===== src/rtl/mem_req_master_if.sv =====
// Command, memory-port and response signals of mem_req_master, grouped for port connection.
interface mem_req_master_if #(
  parameter int ADDR_W = 4,
  parameter int DATA_W = 32
);
  logic              cmd_valid_i;
  logic              cmd_ready_o;
  logic              cmd_rnw_i;
  logic [ADDR_W-1:0] cmd_addr_i;
  logic [DATA_W-1:0] cmd_wdata_i;
  logic              req_o;
  logic              req_rnw_o;
  logic [ADDR_W-1:0] req_addr_o;
  logic [DATA_W-1:0] req_wdata_o;
  logic              req_ready_i;
  logic [DATA_W-1:0] req_rdata_i;
  logic              rsp_valid_o;
  logic              rsp_rnw_o;
  logic [DATA_W-1:0] rsp_rdata_o;
  logic              rsp_err_o;

  modport master (
    input  cmd_valid_i, cmd_rnw_i, cmd_addr_i, cmd_wdata_i, req_ready_i, req_rdata_i,
    output cmd_ready_o, req_o, req_rnw_o, req_addr_o, req_wdata_o,
           rsp_valid_o, rsp_rnw_o, rsp_rdata_o, rsp_err_o
  );

  modport slave (
    output cmd_valid_i, cmd_rnw_i, cmd_addr_i, cmd_wdata_i, req_ready_i, req_rdata_i,
    input  cmd_ready_o, req_o, req_rnw_o, req_addr_o, req_wdata_o,
           rsp_valid_o, rsp_rnw_o, rsp_rdata_o, rsp_err_o
  );
endinterface


===== src/rtl/mem_req_master.sv =====
// Buffers commands in a FIFO and issues them one at a time on a level req/ready memory port.
// Latency: req rises 2 edges after accept into an idle block; response registered on the completing edge.
// Backpressure: cmd_ready_o = FIFO not full, responses unthrottled; MEM_REQ_TIMEOUT_EN adds a wait abort.
module mem_req_master #(
  parameter int DEPTH   = 4,
  parameter int ADDR_W  = 4,
  parameter int DATA_W  = 32,
  parameter int TIMEOUT = 15
) (
  input  logic             clk,
  input  logic             reset,
  mem_req_master_if.master bus
);
  localparam int PTR_W = $clog2(DEPTH);

  typedef struct packed {
    logic              rnw;
    logic [ADDR_W-1:0] addr;
    logic [DATA_W-1:0] wdata;
  } cmd_t;

  typedef enum logic [1:0] {IDLE, REQ, GAP} state_t;

  state_t            state, state_nxt;
  cmd_t              fifo_mem [DEPTH];
  cmd_t              head;
  logic [PTR_W:0]    wr_ptr, rd_ptr;
  logic              full, empty, push, pop, done_ok, done_abort;
  logic              rsp_valid, rsp_rnw;
  logic [DATA_W-1:0] rsp_rdata;

  // Pointers carry an extra wrap bit so full and empty are distinguishable.
  assign full    = (wr_ptr[PTR_W-1:0] == rd_ptr[PTR_W-1:0]) && (wr_ptr[PTR_W] != rd_ptr[PTR_W]);
  assign empty   = (wr_ptr == rd_ptr);
  assign push    = bus.cmd_valid_i && !full;
  assign head    = fifo_mem[rd_ptr[PTR_W-1:0]];
  assign done_ok = (state == REQ) && bus.req_ready_i;
  assign pop     = done_ok || done_abort;

  always_ff @(posedge clk or posedge reset) begin
    if (reset) begin
      wr_ptr <= '0;
      rd_ptr <= '0;
      for (int i = 0; i < DEPTH; i++) fifo_mem[i] <= '0;
    end else begin
      if (push) begin
        fifo_mem[wr_ptr[PTR_W-1:0]] <= {bus.cmd_rnw_i, bus.cmd_addr_i, bus.cmd_wdata_i};
        wr_ptr <= wr_ptr + 1'b1;
      end
      if (pop) rd_ptr <= rd_ptr + 1'b1;
    end
  end

  always_ff @(posedge clk or posedge reset) begin
    if (reset) state <= IDLE;
    else       state <= state_nxt;
  end

  // GAP drops req for one cycle so the memory re-arms its delay.
  always_comb begin
    state_nxt = state;
    unique case (state)
      IDLE:    if (!empty) state_nxt = REQ;
      REQ:     if (pop) state_nxt = GAP;
      GAP:     state_nxt = empty ? IDLE : REQ;
      default: state_nxt = IDLE;
    endcase
  end

  always_comb begin
    bus.cmd_ready_o = !full;
    bus.req_o       = (state == REQ);
    bus.req_rnw_o   = head.rnw;
    bus.req_addr_o  = head.addr;
    bus.req_wdata_o = head.wdata;
  end

  always_ff @(posedge clk or posedge reset) begin
    if (reset) begin
      rsp_valid <= 1'b0;
      rsp_rnw   <= 1'b0;
      rsp_rdata <= '0;
    end else begin
      rsp_valid <= pop;
      if (pop) begin
        rsp_rnw   <= head.rnw;
        rsp_rdata <= (done_ok && head.rnw) ? bus.req_rdata_i : '0;
      end
    end
  end

  assign bus.rsp_valid_o = rsp_valid;
  assign bus.rsp_rnw_o   = rsp_rnw;
  assign bus.rsp_rdata_o = rsp_rdata;

`ifdef MEM_REQ_TIMEOUT_EN
  localparam int CNT_W = $clog2(TIMEOUT + 1);
  logic [CNT_W-1:0] wait_cnt;
  logic             rsp_err;

  assign done_abort = (state == REQ) && !bus.req_ready_i && (wait_cnt == CNT_W'(TIMEOUT - 1));

  // Held at zero outside REQ, so every REQ entry starts a fresh count.
  always_ff @(posedge clk or posedge reset) begin
    if (reset)                                wait_cnt <= '0;
    else if (state != REQ || bus.req_ready_i) wait_cnt <= '0;
    else                                      wait_cnt <= wait_cnt + 1'b1;
  end

  always_ff @(posedge clk or posedge reset) begin
    if (reset)    rsp_err <= 1'b0;
    else if (pop) rsp_err <= done_abort;
  end

  assign bus.rsp_err_o = rsp_err;
`else
  assign done_abort    = 1'b0;
  assign bus.rsp_err_o = 1'b0;
`endif
endmodule

===== src/flat_wrapper.sv =====
// flat-port wrapper written by rule: the top's interface ports become plain ports
module mem_req_master_flat 
#(
  parameter int DEPTH   = 4,
  parameter int ADDR_W  = 4,
  parameter int DATA_W  = 32,
  parameter int TIMEOUT = 15
)
  (clk, reset, bus_cmd_valid_i, bus_cmd_rnw_i, bus_cmd_addr_i, bus_cmd_wdata_i, bus_req_ready_i, bus_req_rdata_i, bus_cmd_ready_o, bus_req_o, bus_req_rnw_o, bus_req_addr_o, bus_req_wdata_o, bus_rsp_valid_o, bus_rsp_rnw_o, bus_rsp_rdata_o, bus_rsp_err_o);
  mem_req_master_if #(.ADDR_W(ADDR_W), .DATA_W(DATA_W)) bus_i ();
  input  logic clk;
  input  logic reset;
  input wire logic [$bits(bus_i.cmd_valid_i)-1:0] bus_cmd_valid_i;
  input wire logic [$bits(bus_i.cmd_rnw_i)-1:0] bus_cmd_rnw_i;
  input wire logic [$bits(bus_i.cmd_addr_i)-1:0] bus_cmd_addr_i;
  input wire logic [$bits(bus_i.cmd_wdata_i)-1:0] bus_cmd_wdata_i;
  input wire logic [$bits(bus_i.req_ready_i)-1:0] bus_req_ready_i;
  input wire logic [$bits(bus_i.req_rdata_i)-1:0] bus_req_rdata_i;
  output wire logic [$bits(bus_i.cmd_ready_o)-1:0] bus_cmd_ready_o;
  output wire logic [$bits(bus_i.req_o)-1:0] bus_req_o;
  output wire logic [$bits(bus_i.req_rnw_o)-1:0] bus_req_rnw_o;
  output wire logic [$bits(bus_i.req_addr_o)-1:0] bus_req_addr_o;
  output wire logic [$bits(bus_i.req_wdata_o)-1:0] bus_req_wdata_o;
  output wire logic [$bits(bus_i.rsp_valid_o)-1:0] bus_rsp_valid_o;
  output wire logic [$bits(bus_i.rsp_rnw_o)-1:0] bus_rsp_rnw_o;
  output wire logic [$bits(bus_i.rsp_rdata_o)-1:0] bus_rsp_rdata_o;
  output wire logic [$bits(bus_i.rsp_err_o)-1:0] bus_rsp_err_o;
  assign bus_i.cmd_valid_i = bus_cmd_valid_i;
  assign bus_i.cmd_rnw_i = bus_cmd_rnw_i;
  assign bus_i.cmd_addr_i = bus_cmd_addr_i;
  assign bus_i.cmd_wdata_i = bus_cmd_wdata_i;
  assign bus_i.req_ready_i = bus_req_ready_i;
  assign bus_i.req_rdata_i = bus_req_rdata_i;
  assign bus_cmd_ready_o = bus_i.cmd_ready_o;
  assign bus_req_o = bus_i.req_o;
  assign bus_req_rnw_o = bus_i.req_rnw_o;
  assign bus_req_addr_o = bus_i.req_addr_o;
  assign bus_req_wdata_o = bus_i.req_wdata_o;
  assign bus_rsp_valid_o = bus_i.rsp_valid_o;
  assign bus_rsp_rnw_o = bus_i.rsp_rnw_o;
  assign bus_rsp_rdata_o = bus_i.rsp_rdata_o;
  assign bus_rsp_err_o = bus_i.rsp_err_o;
  mem_req_master #(.DEPTH(DEPTH), .ADDR_W(ADDR_W), .DATA_W(DATA_W), .TIMEOUT(TIMEOUT)) u_core (.clk(clk), .reset(reset), .bus(bus_i));
endmodule

===== config.mk =====
export PLATFORM = sky130hd
export DESIGN_NAME = mem_req_master_flat
export DESIGN_NICKNAME = d
export VERILOG_FILES = /design/src/rtl/mem_req_master_if.sv /design/src/rtl/mem_req_master.sv /design/src/flat_wrapper.sv
export SDC_FILE = /design/constraint.sdc
export NUM_CORES = 1
export LEC_CHECK = 0
export ABC_AREA = 1
export CAP_MARGIN = 20
export CORE_ASPECT_RATIO = 0.75
export CORE_UTILIZATION = 54
export DETAILED_ROUTE_END_ITERATION = 7
export PLACE_DENSITY = 0.92
export SKIP_CTS_REPAIR_TIMING = 1
export SYNTH_ARGS = -nofsm -noshare
export SYNTH_HDL_FRONTEND = slang
export SYNTH_SLANG_ARGS = --single-unit

===== constraint.sdc =====
create_clock -name clk -period 7.7 [get_ports clk]
set_clock_uncertainty 0.2 [all_clocks]
set_input_delay 1.54 -clock clk [delete_from_list [all_inputs] [get_ports clk]]
set_output_delay 1.54 -clock clk [all_outputs]
set_load 0.01 [all_outputs]

# Yosys cells after proc, flatten, opt, wreduce, memory -nomap -nowiden
# Cells that the tools add are included.
# word_totals
register_bits,190
latch_bits,0
mem_bits_rw,0
mem_bits_ro,0
in_bits,73
output_inout_bits,74
word_cells,51
memories,0
# op_classes
addsub,2
mul,0
div,0
order_cmp,3
n_eq_ne,7
shifts,0
n_mux,11
bitwise_logic,2
n_reduce_logical,8
# ops
cell,count
bitwise mux 148 bit,1
2-to-1 mux 37 bit,3
binary-select mux 37 bit (select 2 bit),1
demux 37 bit (select 2 bit),1
2-to-1 mux 32 bit,1
adder 3 x 1 -> 3 bit (second input constant),2
>= comparator 3 bit (second input constant),2
inverter 2 -> 3 bit,2
case mux 2 bit (3 select lines),1
logical AND 1 bit,5
2-to-1 mux 2 bit,2
equality test 3 bit,1
< comparator 3 x 1 -> 1 bit (second input constant),1
equality test 2 x 1 -> 1 bit (second input constant),1
equality test 2 bit,1
equality test 2 bit (second input constant),1
zero test 2 bit,1
!= test 2 x 1 -> 1 bit (second input constant),1
!= test 2 bit (second input constant),1
AND reduction 2 bit,1
zero test 1 bit,1
2-to-1 mux 1 bit,1
!= test 1 bit,1

# Longest topological paths before layout
# Gate-level depths: netlist (run 1).
# logic_depth
word_depth,6
mapped_depth,9
depth_no_buf,7

# Worst setup path after synthesis (run 1)
# OpenSTA, ideal clock, no wires.
# synth_timing
path_kind,register -> output
from,register u_core.rd_ptr[0]
to,output bus_req_addr_o[1]
t_arrival_ns,1.239
t_required_ns,5.960
path_slack_ns,4.721
stages_incl_launch_ff,6
n_path_buf,2
cell_sequence,dfrtp_1 -> inv_1 -> buf_2 -> clkbuf_1 -> nor2_1 -> o22ai_1
# synth_between
elab_chain_cells,4
# synth_rtl
item,line_no,text
from (decl),mem_req_master.sv:27,"logic [PTR_W:0] wr_ptr, rd_ptr;"
from (signal assigned),mem_req_master.sv:50,if (pop) rd_ptr <= rd_ptr + 1'b1;
inverter 2 -> 3 bit (not written as such),mem_req_master.sv:36,assign head = fifo_mem[rd_ptr[PTR_W-1:0]];
binary-select mux 37 bit (select 2 bit),mem_req_master.sv:36,
2-to-1 mux 37 bit (not written as such) (2 in a row),mem_req_master.sv:36,
to (decl),flat_wrapper.sv:22,output wire logic [$bits(bus_i.req_addr_o)-1:0] bus_req_addr_o;
# No other way between the ends. The select of a mux whose other input is x is not followed.

# Worst setup path after layout (run 1)
# layout_timing
from,register u_core.rd_ptr[1]
to,output bus_req_rnw_o
# layout_between
elab_chain_cells,4
# layout_rtl
item,line_no,text
inverter 2 -> 3 bit (not written as such),mem_req_master.sv:36,
binary-select mux 37 bit (select 2 bit),mem_req_master.sv:36,
2-to-1 mux 37 bit (not written as such) (2 in a row),mem_req_master.sv:36,
to (decl),flat_wrapper.sv:21,output wire logic [$bits(bus_i.req_rnw_o)-1:0] bus_req_rnw_o;
# No other way between the ends. The select of a mux whose other input is x is not followed.

==> results of run 1 <==
[metrics by stage]
stage / hold slack, ps / total power, mW / std cells / setup WS (ps) / util (%)
global route: 280 / 5.22 / 1365 / 2700 / 67.3
finish: 268 / 4.90 / 1365 / 2820 / 67.3
detailed placement: 253 / 3.97 / 1332 / 3340 / 63.6
floorplan: 234 / 3.07 / 1067 / 790 / -
CTS: 270 / 4.87 / 1363 / 2860 / 67.2
global placement: 248 / 3.89 / 1332 / 3380 / 63.6
[registers in the layout (all words and copies together), names as in the netlist]
name,cells
u_core.bus.rsp_rdata_o,32
u_core.bus.rsp_rnw_o,1
u_core.bus.rsp_valid_o,1
u_core.fifo_mem,148
u_core.rd_ptr,3
u_core.state,2
u_core.wr_ptr,3
[worst max-delay path by stage]
| stage | end | from |
|---|---|---|
| final | bus_req_rnw_o | u_core.rd_ptr[1] |
| after global routing | bus_req_rnw_o | u_core.rd_ptr[1] |
| after CTS | bus_req_rnw_o | u_core.rd_ptr[1] |
| after detailed placement | bus_req_rnw_o | u_core.rd_ptr[1] |
| after global placement | bus_req_rnw_o | u_core.rd_ptr[1] |
| after floorplan | u_core.bus.rsp_rdata_o[0] | reset |
[cell usage in the layout (no fill, tap or decap), types with 3 or more instances in the layout]
cell type	instances
nand3_1	36
clkinv_4	4
clkbuf_16	17
nand3_4	3
clkdlybuf4s50_1	144
inv_1	8
o22ai_1	37
nor2_1	73
nand4_1	149
buf_4	9
o21ai_0	73
dfrtp_1	189
ha_2	4
nand2_1	385
[metal layers]
| metal | up-vias | routed length [um] |
|---|---|---|
| met2 | 437 | 11700 |
| met3 | 53 | 2070 |
| met4 | 0 | 528 |
| met5 | - | 0 |
| met1 | 3992 | 10200 |
| li1 | 3772 | - |
[worst register-to-register path, cell delays in order (launching register included)]
cell	delay, ps
dfrtp_1	750
buf_4	360
inv_1	90
nand2_1	70
nand2_1	90
nand3_4	570
nand3_2	1020
nand2_1	350
nand2_1	110
[area by class of cell]
class / instances / area share [%]
Sequential cell: 190 / 44.1
Multi-Input combinational cell: 768 / 33.5
Timing Repair Buffer: 154 / 14.2
Clock buffer: 19 / 4.02
Tap cell: 210 / 2.44
Clock inverter: 12 / 1.28
Inverter: 11 / 0.453
Antenna cell: 1 / 0.0232
[report_power, final]
group | internal [mW] | leakage (nW) | switching [mW]
Clock | 0.479 | 0.274 | 0.392
Sequential | 1.43 | 2.40 | 0.254
Combinational | 0.918 | 2.56 | 1.42
Total | 2.83 | 5.23 | 2.07
[cell families after synthesis]
group	synth area share [%]
AO/OA/AOI/OAI	6.76
XOR/XNOR	0.298
adder cells (fa/ha/maj)	0.709
buffers and inverters	5.49
flip-flops	53.9
other	0.0425
AND/OR/NAND/NOR	32.8
==> impl_metrics.tcl, run 1 <==
set metrics [dict create \
    status "finished clean" \
    crit_family "buffers and inverters" \
    dieArea_um2 16900 \
    cts_num_sinks 190 \
    ant_nets 0 \
    min_from "u_core.fifo_mem[83]" \
    start_util_pct 55.1 \
    design_area_um2 10800 \
    drt-pass1-iter-count 5 \
    dp_hpwl_um 13200 \
    core_area_um2 16000 \
    io_buffers 145 \
    drcViolationCount 0 \
    final_net_count 1220 \
    worstReg2RegEnd "u_core.fifo_mem[34]" \
    vias_per_cell 6.05 \
    routed_wl_um 24500 \
    grtUsageMet3_pct 6.21 \
    track_usage_pct 30.2 \
    ys.flop_type "dfrtp_1" \
    synth_area_um2 8830 \
    use_met1_pct 42.9 \
    power_density_nw_per_um2 454 \
    overflow 0 \
    regArea_um2 4760 \
    clock_latency_ps 440 \
    die_x_um 150 \
    antenna_found_initial 1 \
    io_pins 147 \
    synth-edff-count 0 \
    busiest_layer "met2" \
    gp_congestion 0.762 \
    synth_commonest_cells "385 x nand2_1, 190 x dfrtp_1, 149 x nand4_1" \
    worstPathArrival_ps 3140 \
    cp.depth 7 \
    hold_viol 0 \
    cpPeakStageDelay_ps 750 \
    drive_gt1_share_pct 4.51 \
    required_ps 5960 \
    ys_top_cells_by_area "dfrtp_1 54%, nand2_1 16%, nand4_1 11%" \
    wire_per_inst_um 18.0 \
    synth_largest_area_cell "dfrtp_1" \
    grtUsageMet2_pct 46.2 \
    critPathKind "reg -> out" \
    leakage_nw 5.23 \
    ys_seq_area_share_pct 53.9 \
    placementRows 40 \
    synthArstFlopShare_pct 100 \
    cts_made_buffers 17 \
    grt_max_degree 130 \
    max_slew_margin_pct 29.3 \
    crit_top_cell "buf_4" \
    grt_pass1_vias 7660 \
    dpl_cell_area_um2 10200 \
    rrSetupSlack_ps 3980 \
    multi_input_area_um2 3610 \
    crit_chain "buf_4 -> inv_1 -> buf_4 -> nand3_1 -> and2_1 -> buf_4 -> clkdlybuf4s50_1" \
    cts_tree "built" \
    fmax_mhz 205 \
    drt_iter0_drc 1123 \
    r2r_cells 8 \
    synth_nets 1145 \
    cp_slowest_cell "dfrtp_1" \
    cts_max_level 4 \
    post-route-period-util_pct 63.3 \
    crit_path_end_kind "output port" \
    regToRegStartpoint "u_core.rd_ptr[1]" \
    die_h_um 113 \
    cts.path.max_buffers 2 \
    synth.most_common_cell "nand2_1" \
    holdPathStages 2 \
    hold-path-endpoint "u_core.fifo_mem[83]" \
    yosys_warnings 0 \
    via_count 8254 \
    crit_fanout 38 \
    synthToLayoutAreaGrowth_pct 22.1 \
    clkTransAtPathRegs_ps 70 \
    rsz0062_at_grt "no" \
    finalSetupViolations 0 \
    synth_cell_type_count 20 \
    setup_tns_ps 0 \
    root_buffer "clkbuf_16" \
    min_period_ps 4880 \
    synthesis.instances 1067 \
    num-fill-cells 1258 \
    start_kind "flop" \
    grt_first_pass_wirelength_um 39800 \
    synth.top_cell.area_share_pct 53.9 \
    vdd_drop_max_mv 0.441 \
    slew_viol_final 0 \
    hold_path.class "reg -> reg" \
    max_cap_violations 0 \
    synth-seq-cells 190 \
    critPathBufInv 5 \
    avgSynthCellArea_um2 8.27 \
    worst_slew_pin_slew_ps 1060 \
]
(Power assumes the default switching activity.)
==> run 2, diff against run 1 <==
clock period = 5.11 ns   (was 7.7 ns; I/O delays follow)
==> run 2 against run 1 <==
Compared with the run above:
- die area unchanged
- combinational power is 52% higher
- via count decreased by 0.59%
- global-route usage shrank 0.45 points
- count of clock-buffer cells in the layout is 3 higher
- wire length is 0.57% lower
- register-to-register slack worse by 2100 ps
- setup slack worse by 1800 ps
- critical path depth decreased by 3
- power up 53%
- critical path type unchanged
- critical endpoint is now bus_cmd_ready_o
==> impl_metrics.tcl, run 2 (same netlist as run 1, synthesis figures left out) <==
set metrics [dict create \
    core_area_um2 16000 \
    setup_tns_ps 0 \
    max_cap_violations 0 \
    power_density_nw_per_um2 690 \
    root_buffer "clkbuf_16" \
    slew_viol_final 0 \
    status "finished clean" \
    gp_congestion 0.771 \
    dpl_cell_area_um2 10200 \
    cts_made_buffers 17 \
    io_pins 147 \
    drive_gt1_share_pct 4.92 \
    num-fill-cells 1246 \
    crit_fanout 76 \
    die_h_um 113 \
    post-route-period-util_pct 79.2 \
    top_layer "met4" \
    grt_max_degree 117 \
    cts_max_level 4 \
    worst_slew_pin_slew_ps 1080 \
    max_slew_margin_pct 28.3 \
    vias_per_cell 5.99 \
    final_net_count 1224 \
    grt_first_pass_wirelength_um 39300 \
    final_util_pct 68.0 \
    cts_tree "built" \
    timing.critical_path.from "u_core.rd_ptr[0]" \
    worstReg2RegEnd "u_core.fifo_mem[134]" \
    leakage_nw 5.29 \
    start_kind "flop" \
    critPathKind "reg -> out" \
    top_register "u_core.fifo_mem" \
    hold_path.class "reg -> reg" \
    vdd_drop_max_mv 0.336 \
    rrSetupSlack_ps 1840 \
    route.met2.wl_um 11400 \
    synthToLayoutAreaGrowth_pct 23.3 \
    rsz0062_at_grt "no" \
    start_util_pct 55.1 \
    io_buffers 145 \
    largest_reg_flops 148 \
    placementRows 40 \
    fmax_mhz 247 \
    die_x_um 150 \
    routedLengthMet1_um 10300 \
    dp_hpwl_um 13600 \
    p_comb_share_pct 47.4 \
    switching_share_pct 41.2 \
    r2r_cells 6 \
    overflow 0 \
    regToRegStartpoint "u_core.rd_ptr[0]" \
    track_usage_pct 29.7 \
    seq_power_share_pct 33.6 \
    routed_wl_um 24400 \
    wl_met3_um 2210 \
    wire_per_inst_um 17.8 \
    via_count 8205 \
    clock_latency_ps 430 \
    mostFrequentLayoutCell "nand2_1" \
    min_period_ps 4050 \
    drcViolationCount 0 \
    antenna_found_initial 0 \
    required_ps 3890 \
    finalSetupViolations 0 \
    diodes 0 \
    mostFrequentLayoutCells "385 x nand2_1, 189 x dfrtp_1, 149 x nand4_1" \
    cts.path.max_buffers 2 \
    switchingPower_mw 3.09 \
    grt_pass1_vias 7662 \
    crit_end "bus_cmd_ready_o" \
    hold_ws_ps 266 \
    drt-pass1-iter-count 5 \
    clkTransAtPathRegs_ps 70 \
    dieArea_um2 16900 \
    cts_num_sinks 190 \
    drt_iter0_drc 910 \
    crit_path_end_kind "output port" \
    p_clk_share_pct 19.0 \
    design_area_um2 10900 \
    ant_nets 0 \
    hold_viol 0 \
    p_int_mw 4.42 \
    worstPathArrival_ps 2820 \
]
-- run 2: changes by cell type in the layout (fill, tap and decap cells not counted), sizes merged --
cell,before,now
bufinv,2,4
clkinv,6,5
inv,13,10
diode,1,0
buf,10,14
clkbuf,19,22
-- run 2: layout make-up --
type	instances	area (um2)	share of cell area, %
Timing Repair Buffer	158	1580	14.5
Sequential cell	190	4760	43.7
Clock inverter	10	160	1.47
Clock buffer	22	474	4.36
Tap cell	210	263	2.41
Multi-Input combinational cell	768	3610	33.2
Inverter	11	45.0	0.414
-- run 2: through the flow --
step	setup WS (ps)	total power, mW	instances
2_1_floorplan	1440	4.62	1067
3_3_place_gp	1600	5.86	1336
3_5_place_dp	1570	5.99	1336
4_1_cts	1110	7.44	1368
5_1_grt	968	7.97	1369
6_report	1060	7.51	1369
-- run 2: power groups by stage --
stage	sequential (mW)	clock, mW	combinational [mW]
2_1_floorplan	2.48	0	2.15
4_1_cts	2.51	1.43	3.50
5_1_grt	2.58	1.50	3.88
3_3_place_gp	2.49	0	3.37
3_5_place_dp	2.52	0	3.47
6_report	2.52	1.43	3.56
-- run 2: worst min path at each step --
stage,end,from,cells after the start,slack (ps)
after floorplan,u_core.state[0],u_core.state[0],1,230
after CTS,u_core.state[0],u_core.state[0],1,270
after global routing,u_core.state[0],u_core.state[0],1,270
after global placement,u_core.state[0],u_core.state[0],1,250
after detailed placement,u_core.fifo_mem[86],u_core.fifo_mem[86],2,250
final,u_core.fifo_mem[54],u_core.fifo_mem[54],2,270
-- run 2: critical path: stages, from the launching register on --
cell and delay, ps:
dfrtp_2 360, buf_4 630, xnor2_1 270, nand3_4 470, clkdlybuf4s50_1 640
-- run 2: per-layer routing --
metal,vias to the layer above,GRT usage [%]
li1,3785,-
met1,3932,42.9
met3,38,5.24
met4,0,9.93
met5,-,0
met2,450,45.6
==> variant 1 (flow settings as in run 1) <==
`ADDR_W` is set to 4 in 3 places; all go to 6.
--- a/src/rtl/mem_req_master_if.sv
+++ b/src/rtl/mem_req_master_if.sv
@@ -1,5 +1,5 @@
 // Command, memory-port and response signals of mem_req_master, grouped for port connection.
 interface mem_req_master_if #(
-  parameter int ADDR_W = 4,
+  parameter int ADDR_W = 6,
   parameter int DATA_W = 32
 );
--- a/src/rtl/mem_req_master.sv
+++ b/src/rtl/mem_req_master.sv
@@ -4,5 +4,5 @@
 module mem_req_master #(
   parameter int DEPTH   = 4,
-  parameter int ADDR_W  = 4,
+  parameter int ADDR_W  = 6,
   parameter int DATA_W  = 32,
   parameter int TIMEOUT = 15
--- a/src/flat_wrapper.sv
+++ b/src/flat_wrapper.sv
@@ -3,5 +3,5 @@
 #(
   parameter int DEPTH   = 4,
-  parameter int ADDR_W  = 4,
+  parameter int ADDR_W  = 6,
   parameter int DATA_W  = 32,
   parameter int TIMEOUT = 15
Interface: changed (resized bus_cmd_addr_i and bus_req_addr_o); port bits go from 147 to 151. No check against the original RTL was run, so the function may have changed too.
==> variant 1 against run 1 <==
Clock power fell by 2.5%. Setup slack worse by 0.46 ns. Sequential cell count grew 8. Cell area increased by 3.5%. Synthesized area rose by 5.0%. Wire length up 4.5%. Power increased by 3.2%. Critical path type unchanged.
==> variant 1: results (changes against run 1) <==
CTS H-Tree Depth=4 (unchanged); initial antenna violation count=0 (-1); FILL cells=1300 (+3.3%); DR iter-0 viols=1006 (-10%); Pleak=5.45 nW (+4.1%); DR vias/cell=6.06 (+0.24%); Residual DRC=0 (unchanged); outcome=finished clean; first-pass GRT wire length=41400 um (+3.9%); Post-synth top cells=401 x nand2_1, 198 x dfrtp_1, 157 x nand4_1; GPL Wtd Cong=0.801 (+5.0%); GR Util All Layers=0.295 (-0.00706); Final Hold Viols=0 (unchanged); Relative slew margins=0.264 (-0.0291); Seq/Total Area, Yosys=0.535 (-0.00407); worst vdd ir=218 uV (-51%); layout cell share with drive strength beyond 1=0.0439 (-0.00111); number of global-route vias before repair=8128 (+6.1%); syn_nets=1196 (+4.5%); max reg flops=156 (+5.4%); fraction of registers with async set/reset=1.00 (unchanged); dpl hpwl=14500 um (+10%); CP max FO=81 (+110%); sw frac=0.426 (+0.00404); Layout Nets=1274 (+4.4%); Skew-Pair Late Insertion Delay=0.43 ns; Clock transition at path regs=0.07 ns (about the same); Post-Route WL=25600 um (+4.5%); PortBufs=149 (+2.8%); largest cells by area after synthesis=dfrtp_1 53%, nand2_1 16%, nand4_1 11%; library cells used by synthesis=21 (+5.0%); largest net degree at the start of global routing=137 (+5.4%); CP required=5.96 ns (about the same); Reg with most FFs=u_core.fifo_mem; Antenna Cells=0 (-1)
variant 1: changes by cell type in the layout (fill, tap and decap cells not counted), sizes merged, moves of 2 or more:
cell,before,now
nand2,385,401
dfrtp,190,198
nand4,149,157
buf,10,16
clkdlybuf4s50,144,148
nor2,73,77
o21ai,73,77
clkinv,6,4
clkinvlp,2,4
o22ai,37,39
variant 1: worst max-delay path: stages (launching register included):
cell             delay [ns]
dfrtp_2                0.38
buf_4                  0.36
inv_2                  0.64
buf_4                  0.49
nand2_1                0.11
nand3_1                0.08
and2_1                 0.12
buf_4                  0.32
clkdlybuf4s50_1        0.60
variant 1: path summary, 6_finish.rpt:
check                                     from              endpoint  cells past startpoint  slack, ns
max                           u_core.rd_ptr[0]         bus_req_rnw_o                      8       2.36
min                        u_core.fifo_mem[73]   u_core.fifo_mem[73]                      2       0.27
max reg2reg                   u_core.rd_ptr[1]  u_core.fifo_mem[155]                     10       2.91
min reg2reg                u_core.fifo_mem[73]   u_core.fifo_mem[73]                      2       0.27
max in group asynchronous                reset      u_core.rd_ptr[0]                      3       4.37
min in group asynchronous                reset   u_core.fifo_mem[26]                      2       1.53
variant 1: through the flow:
stage               instances  setup slack [ns]  hold WS (ns)   util  instance area [sq um]
finish                   1421              2.36         0.270  0.663                  11200
global route             1421              2.19         0.275  0.663                  11200
CTS                      1421              2.43         0.269  0.663                  11200
detailed placement       1390              2.90         0.253  0.631                  10600
global placement         1390              2.94         0.247  0.631                  10600
floorplan                1116             0.563         0.234      -                   9270
variant 1: logic make-up after synthesis:
group | Yosys count | synth area share
and+or+nand+nor | 677 | 0.323
AOI/OAI and AO/OA | 116 | 0.0679
buffers and inverters | 116 | 0.0632
xor gates and xnor gates | 3 | 0.00365
other | 1 | 0.000405
adders and majority gates | 5 | 0.00675
DFF | 198 | 0.535
variant 1: layer usage:
metal | up-vias | global-route usage | part of all wire
li1 | 3930 | - | -
met1 | 4166 | 0.423 | 0.41
met2 | 479 | 0.451 | 0.47
met3 | 38 | 0.0628 | 0.10
met4 | 0 | 0.0963 | 0.015
met5 | - | 0 | 0
variant 1: cell type report:
class                   instances  area (sq um)  share of cell area
repair buffers                164          1600               0.144
multi-input cells             802          3730               0.335
clock buffers                  20           447              0.0400
well taps                     215           269              0.0241
flip-flops and latches        198          4960               0.444
clock inverters                11           101             0.00908
inverters                      11          48.8             0.00437
variant 1: power by group through the flow:
| stage | logic (mW) | registers [mW] | clock network (mW) |
|---|---|---|---|
| final | 2.46 | 1.75 | 0.849 |
| after global routing | 2.70 | 1.79 | 0.895 |
| after CTS | 2.43 | 1.74 | 0.852 |
| after detailed placement | 2.42 | 1.74 | 0 |
| after global placement | 2.34 | 1.73 | 0 |
| after floorplan | 1.54 | 1.71 | 0 |
==> variant 2 (flow settings as in run 1) <==
Made on the original files. Encoding of `state_t`: now one-hot (3 bits for 3 states).
--- a/src/rtl/mem_req_master.sv
+++ b/src/rtl/mem_req_master.sv
@@ -20,5 +20,5 @@
   } cmd_t;
 
-  typedef enum logic [1:0] {IDLE, REQ, GAP} state_t;
+  typedef enum logic [2:0] {IDLE = 3'b001, REQ = 3'b010, GAP = 3'b100} state_t;
 
   state_t            state, state_nxt;
Function: same outputs for any inputs over 4 cycles, from zero or initial values and one cycle with reset high; so few cycles prove little.
==> variant 2 against run 1 <==
Wire length increased by 0.59%. Core utilization increased by 0.84 points. First-iteration DRC count shrank 8.3%. Sequential cell count rose by 1. Sequential share of layout area is 0.58 points lower. Synthesized cell count increased by 1.8%. Maximum frequency rose by 9.2%. Power up 2.1%. Critical endpoint is now bus_cmd_ready_o. Synthesized area is 1.2% higher. Count of clock-buffer cells in the layout rose by 5. Die area rose by 1.2%. Setup slack improved by 0.41 ns. Cell area grew 1.9%.
==> variant 2: results (changes against run 1) <==
Antenna Cells=0 (-1); GPL Wtd Cong=0.808 (+6.0%); FF-to-FF Start=u_core.rd_ptr[0]; layout cell share with drive strength beyond 1=0.0476 (+0.00256); post-synthesis mux area share=0 (unchanged); Seq/Total Area, Yosys=0.535 (-0.00347); R2R depth=9 (+1); Compound-Gate Fraction of Synth Area=0.0692 (+0.00158); largest net degree at the start of global routing=140 (+7.7%); DRT Pass-1 Iters=5 (unchanged); DR iter-0 viols=1030 (-8.3%); CTS H-Tree Depth=4 (unchanged); DP Area=10300 sq um (+1.2%); fraction of registers with async set/reset=1.00 (unchanged); number of global-route vias before repair=7714 (+0.70%); Setup CP Type=reg2out; hold path cells=2 (unchanged); Hold Crit Class=reg2reg; CTS Buf Count=17 (unchanged); Skew-Pair Late Insertion Delay=0.42 ns (-0.02 ns); Max Buffers Root-to-Sink=2 (unchanged); CP Capture Point=bus_cmd_ready_o; library cells used by synthesis=22 (+10%); xor/xnor share of the synthesized area=0.00196 (-0.00102); syn_nets=1164 (+1.7%); min-delay src=u_core.fifo_mem[54]; r2r endpoint=u_core.fifo_mem[103]; Post-synth top cells=393 x nand2_1, 190 x dfrtp_1, 149 x nand4_1; Power Density=455 nW/um^2 (+0.22%); CP max FO=75 (+97%); Cell Int Power=2.94 mW (+3.9%); Mean Syn Cell Area=8.22 sq um (-0.57%); Relative slew margins=0.318 (+0.0246); Clock Power=930 uW (+6.8%); YS warnings=0 (unchanged); DR vias/cell=6.01 (-0.61%); Clock transition at path regs=0.07 ns (about the same); dpl hpwl=13400 um (+1.3%); Period minus WS final=4.47 ns (-0.409 ns); Power Sequential=1.70 mW; first-pass GRT wire length=39900 um (+0.24%); drt wl/cell=17.8 um (-0.94%); worst hold slack=0.268 ns (+0.0000620 ns); worst vdd ir=273 uV (-38%); outcome=finished clean; PortBufs=145 (unchanged); initial antenna violation count=0 (-1); FILL cells=1233 (-2.0%); Vias=8330 (+0.92%); Worst EP arrival=2.73 ns (-0.41 ns); Hold Path Sink=u_core.fifo_mem[54]; largest cells by area after synthesis=dfrtp_1 53%, nand2_1 17%, nand4_1 10%; flop-to-flop setup slack=4.40 ns (+0.42 ns); post-placement setup slack=3.51 ns (+0.172 ns); Synth Area in Adders=0.00700 (-0.0000844); GR Util All Layers=0.298 (-0.00353); Pleak=5.35 nW (+2.3%); Multi-input gate area=3670 sq um (+1.6%); Placed Cells=1352 (+1.5%)
==> variant 2: cell types whose count changed after synthesis <==
cell	delta
nor2_1	+4
nor3_1	+1
o22ai_1	-1
xnor2_1	-1
buf_2	-2
inv_1	+3
and2_1	-1
o21ai_0	+1
buf_4	+1
buf_6	+1
o211ai_1	+3
dfstp_2	+1
nand2_1	+8
inv_2	+1
==> variant 2: critical path, cell delays in order, from the launching register on <==
cell	delay (ns)
dfrtp_2	0.37
buf_4	0.61
nand2_1	0.12
nand2_1	0.15
nand3_4	0.40
clkdlybuf4s50_1	0.63
==> variant 2: final cells by class <==
class	count	share of cell area
flip-flops and latches	191	0.435
multi-input cells	782	0.334
repair buffers	156	0.144
clock buffers	24	0.0448
well taps	210	0.0239
clock inverters	8	0.0117
inverters	15	0.00581
==> variant 2: layer usage <==
layer / GRT usage / part of all wire / wire [um]
met3: 0.0728 / 0.097 / 2390
met4: 0.0956 / 0.021 / 509
met5: 0 / 0 / 0
met1: 0.443 / 0.43 / 10500
met2: 0.429 / 0.46 / 11200
